<file path="config.mk">
export PLATFORM = sky130hd
export DESIGN_NAME = arb_rr_8
export DESIGN_NICKNAME = d
export VERILOG_FILES = /design/src/rtl/arb_pkg.sv /design/src/rtl/prio_enc_8.sv /design/src/rtl/arb_rr_8.sv
export SDC_FILE = /design/constraint.sdc
export NUM_CORES = 1
export LEC_CHECK = 0
export ABC_AREA = 0
export CORE_MARGIN = 1.5
export CORE_UTILIZATION = 40
export DETAILED_ROUTE_END_ITERATION = 7
export GPL_ROUTABILITY_DRIVEN = 0
export MAX_ROUTING_LAYER = met4
export PLACE_DENSITY = 0.63
export SYNTH_ARGS = -nofsm -noshare
export SYNTH_HDL_FRONTEND = slang
export SYNTH_SLANG_ARGS = --single-unit
</file>
<file path="constraint.sdc">
create_clock -name clk -period 2 [get_ports clk]
set_input_delay 0.5 -clock clk [delete_from_list [all_inputs] [get_ports clk]]
set_output_delay 0.5 -clock clk [all_outputs]
set_load 0.005 [all_outputs]
</file>
<file path="src/rtl/arb_pkg.sv">
// Shared types for the eight-port round-robin arbiter: port vectors, indices and FSM states.
package arb_pkg;

    localparam int NPORT = 8;
    localparam int IDX_W = 3;

    typedef logic [NPORT-1:0] port_vec_t;
    typedef logic [IDX_W-1:0] port_idx_t;

    typedef enum logic {
        ARB_IDLE,
        ARB_OWNED
    } arb_state_e;

endpackage

</file>
<file path="src/rtl/prio_enc_8.sv">
// Lowest-index-first 8-to-3 priority encoder; idx_o is 0 (never X) when nothing is set.
module prio_enc_8
    import arb_pkg::*;
(
    input  port_vec_t vec_i,
    output port_idx_t idx_o,
    output logic      vld_o
);

    always_comb begin
        idx_o = '0;
        for (int i = NPORT - 1; i >= 0; i--) begin
            if (vec_i[i]) begin
                idx_o = port_idx_t'(i);
            end
        end
    end

    assign vld_o = |vec_i;

endmodule

</file>
<file path="src/rtl/arb_rr_8.sv">
// Eight-port round-robin arbiter granting held tenure of a shared resource, with an
// optional hold-limit timeout that revokes the grant and re-arbitrates in the same cycle.
module arb_rr_8
    import arb_pkg::*;
#(
    parameter int MAX_HOLD = 255
) (
    input  logic       clk,
    input  logic       rst_n,
    input  logic [7:0] req,
    input  logic [7:0] rel,
    output logic [7:0] gnt,
    output logic       gnt_vld,
    output logic [2:0] gnt_idx,
    output logic       revoke
);

    localparam int CNT_W = (MAX_HOLD > 0) ? $clog2(MAX_HOLD + 1) : 1;
    localparam logic [CNT_W-1:0] CNT_LAST = (MAX_HOLD > 0) ? CNT_W'(MAX_HOLD - 1) : '0;

    arb_state_e       state_q;
    port_idx_t        ptr_q;
    port_idx_t        idx_q;
    port_vec_t        gnt_q;
    logic             revoke_q;
    logic [CNT_W-1:0] cnt_q;
    logic [CNT_W-1:0] cnt_d;

    port_vec_t above_mask;
    port_vec_t masked;
    port_idx_t msk_idx;
    port_idx_t raw_idx;
    port_idx_t win_idx;
    logic      msk_vld;
    logic      raw_vld;
    port_vec_t gnt_d;
    logic      released;
    logic      timeout;
    logic      tenure_end;

    // Search starts just above the last owner, so that owner gets lowest priority.
    always_comb begin
        above_mask = '0;
        for (int i = 0; i < NPORT; i++) begin
            above_mask[i] = (i > int'(ptr_q));
        end
    end

    assign masked = req & above_mask;

    prio_enc_8 u_enc_masked (
        .vec_i (masked),
        .idx_o (msk_idx),
        .vld_o (msk_vld)
    );

    prio_enc_8 u_enc_raw (
        .vec_i (req),
        .idx_o (raw_idx),
        .vld_o (raw_vld)
    );

    assign win_idx    = msk_vld ? msk_idx : raw_idx;
    assign gnt_d      = port_vec_t'(1) << win_idx;
    assign cnt_d      = cnt_q + CNT_W'(1);
    assign released   = rel[idx_q] | ~req[idx_q];
    assign timeout    = (MAX_HOLD != 0) && (cnt_q == CNT_LAST);
    assign tenure_end = (state_q == ARB_OWNED) && (released || timeout);

    always_ff @(posedge clk or negedge rst_n) begin
        if (!rst_n) begin
            state_q  <= ARB_IDLE;
            ptr_q    <= 3'd7;
            idx_q    <= '0;
            gnt_q    <= '0;
            cnt_q    <= '0;
            revoke_q <= 1'b0;
        end else begin
            // A release in the timeout cycle wins, so revoke marks only forced ends.
            revoke_q <= tenure_end && timeout && !released;
            if (state_q == ARB_IDLE || tenure_end) begin
                cnt_q <= '0;
                if (raw_vld) begin
                    state_q <= ARB_OWNED;
                    ptr_q   <= win_idx;
                    idx_q   <= win_idx;
                    gnt_q   <= gnt_d;
                end else begin
                    state_q <= ARB_IDLE;
                    idx_q   <= '0;
                    gnt_q   <= '0;
                end
            end else begin
                cnt_q <= cnt_d;
            end
        end
    end

    assign gnt     = gnt_q;
    assign gnt_vld = |gnt_q;
    assign gnt_idx = idx_q;
    assign revoke  = revoke_q;

endmodule
</file>
==> results.tsv <==
metric	value	unit
power_frac_seq	29.1	%
status	finished clean	
worstSetupPathType	primary input to flip-flop	
power_frac_comb	59.1	%
clk_latency	320	ps
period_share	97.71	%
vdd_drop_max	0.0007376	V
p_switching	1160	uW
numPortBuffers	30	
htreeDepth	1	
synthDistinctLibCells	46	
path_buf_inv	1	
grt_pass1_vias	1334	
internal_power	1779	uW
reg2regPathDepth	6	
crit_chain	clkdlybuf4s50_1 > and3b_1 > nor4_2 > nor4_4 > nor2b_2 > nor2_2 > a32o_1	
cts_sinks	24	
grt_max_degree	25	
num_vias	1364	
critPathSlowestCell	clkdlybuf4s50_1	
min_path_type	primary input to async pin	
cts_root_buf	clkbuf_4	
start_util	41.23	%
fin_crit	1954	ps
die_w	61.42	um
cts_tree	yes	
fin_worst_hold_slack	519.4	ps
wl_per_cell	15.66	um
netlist_top_cells_area	dfrtp_1, a32o_1, dfstp_2	
startpoint	rel[3]	
dpl_cell_area	1868	um^2
ys_seq_area_share	44.27	%
area_growth_syn_to_layout	56.28	%
yosysTopAreaCell	dfrtp_1	
startpoint_type	primary input	
p_leak	0.0009928	uW
fin_skew	9.090	ps
ys_ff_latch	24	
crit_fanout	5	
clockBufferDepth	2	
io_pins	31	
grt_overflow_total	0	
async_reset_ff_share	100.0	%
ant_nets	0	
fin_area	2133	um^2
synth_top_area_share	38.50	%
syn-num-nets	160	
power_density	1378	nW/um^2
cp_slowest_stage_delay	460	ps
grt_setup_unrepaired	true	
max_freq	0.5117	GHz
maxSlewHeadroom	68.07	%
vias_per_cell	5.522	
finalMaxSlewViolations	0	
setup_viol	0	
die_h	61.42	um
hold_viol_final	0	
drc	0	
drtIter0Drc	74	
utilization	64.44	%
ctsHoldBuffers	0	
worst_setup_path_end_kind	flip-flop	
layout-drive-gt1-share	33.33	%
cap_violations	0	
yosys_warnings	0	
pwr-share-clk	11.8	%
numCtsBuffers	3	
core	3311	um^2
tightestPinTransition	478.2	ps
wl	3.869	mm
dpl.hpwl	2.691	mm
place_inst	235	
synth-edff-count	0	
fp.dieArea	3772	um^2
synthFlopType	dfrtp_1	
stdcell_count	247	
grt_pass1_wl	5.947	mm
arrival	2210	ps
netlist_area	1365	um^2
grt_util_all_layers	22.32	%
rows	21	
fill_cells	285	
drt_pre_antenna_iters	4	
netlist_instances	140	
required	2260	ps
nets	222	
num_antenna_cells	0	
grt_antenna_before_repair	0	
swShare	39.48	%
path_depth	7	
clk_pin_slew_worst_paths	130	ps
crit_family	simple AND/OR/NAND/NOR gates	
reg2reg_from	ptr_q[0]$_DFFE_PN1P_	
synth_area_per_cell	9.750	um^2
-- layout by cell type (no fill, tap or decap), types with 3 or more instances in the layout --
cell type / n
buf_4: 28
dfrtp_1: 20
clkdlybuf4s50_1: 18
nand2_1: 11
nor2_1: 11
inv_1: 8
a32o_1: 8
dlygate4sd2_1: 7
a21oi_1: 6
xor2_1: 5
nand3_1: 5
dlymetal6s2s_1: 5
and3b_1: 3
nor4_2: 3
nor2b_1: 3
nor2_2: 3
clkbuf_4: 3
buf_6: 3
dfstp_2: 3
-- flip-flops by register name, indices dropped and copies added, names as in the netlist --
signal   cells
revoke       1
ptr_q        3
gnt_idx      3
gnt          8
state_q      1
cnt_q        8
-- Yosys cell counts, types with 2 or more instances --
| library cell | n |
|---|---|
| dfrtp_1 | 21 |
| nor2_1 | 13 |
| nand2_1 | 12 |
| a21oi_1 | 8 |
| a32o_1 | 8 |
| inv_1 | 8 |
| nand3_1 | 6 |
| nor4_1 | 6 |
| xor2_1 | 5 |
| nor2b_1 | 4 |
| and3b_1 | 3 |
| dfstp_2 | 3 |
| nor3b_1 | 3 |
| o22ai_1 | 3 |
| a311oi_1 | 2 |
| and3_1 | 2 |
| ha_1 | 2 |
| nand4_1 | 2 |
| o21ai_0 | 2 |
-- through the flow --
step	TNS [ps]	total power, uW	setup WS (ps)
finish	0	2939	45.71
global route	-71.67	3145	-35.05
CTS	0	2781	5.524
detailed placement	-7818	2230	-551.6
global placement	-7766	2195	-534.6
floorplan	0	1668	158.8
-- path summary, 6_finish.rpt --
check                                  endpoint  slack (ps)
setup / recovery             gnt[3]$_DFFE_PN0N_          50
hold / removal               cnt_q[4]$_DFF_PN0_         520
setup reg to reg             gnt[3]$_DFFE_PN0N_          70
hold reg to reg              cnt_q[0]$_DFF_PN0_         550
max in group asynchronous  ptr_q[0]$_DFFE_PN1P_        1190
min in group clk             cnt_q[0]$_DFF_PN0_         550
-- cells by family (layout without fill, tap and decap cells) --
kind of cell / count (synthesis) / in the layout / share of synthesized area [%]
AOI/OAI and AO/OA: 35 / 35 / 20.35
muxes: 1 / 1 / 0.7333
and+or+nand+nor: 60 / 60 / 24.75
buffers and inverters: 12 / 73 / 4.216
adders and majority gates: 2 / 2 / 1.833
xor gates and xnor gates: 6 / 6 / 3.850
DFF: 24 / 24 / 44.27
-- power groups by stage --
| stage | Clock (uW) | Combinational, uW | Sequential (uW) |
|---|---|---|---|
| floorplan | 0 | 911 | 757 |
| global placement | 0 | 1380 | 813 |
| detailed placement | 0 | 1410 | 822 |
| CTS | 358 | 1600 | 828 |
| global route | 372 | 1900 | 878 |
| finish | 346 | 1740 | 854 |
-- per-layer routing --
layer | track usage [%] | vias to the layer above | routed length, um
met2 | 35.87 | 44 | 1940
met4 | 10.03 | 0 | 60
met3 | 3.151 | 10 | 220
met5 | - | - | 0
li1 | - | 645 | -
met1 | 28.00 | 665 | 1648
-- what timing repair did --
item / CTS / global route
pin swaps: 7 / 7
buffers inserted: 7 / 1
setup endpoints to repair: 15 / 22
gates resized for setup: 24 / 16
gates cloned: 0 / 0
-- layout make-up --
| type | count | area [um^2] | share of cell area, % |
|---|---|---|---|
| multi-input cells | 104 | 839.6 | 39.35 |
| clock buffers | 3 | 22.52 | 1.056 |
| clock inverters | 1 | 30.03 | 1.408 |
| flip-flops and latches | 24 | 605.6 | 28.39 |
| well taps | 46 | 57.56 | 2.698 |
| inverters | 8 | 30.03 | 1.408 |
| repair buffers | 61 | 548.0 | 25.69 |
-- worst register-to-register path, stage by stage, from the launching register on --
cell and delay [ps]:
dfstp_2 600, nand2b_4 140, a31o_2 160, nor2b_4 170, nand2_2 80, o311ai_2 460, a32o_1 260
(Power assumes the default switching activity.)
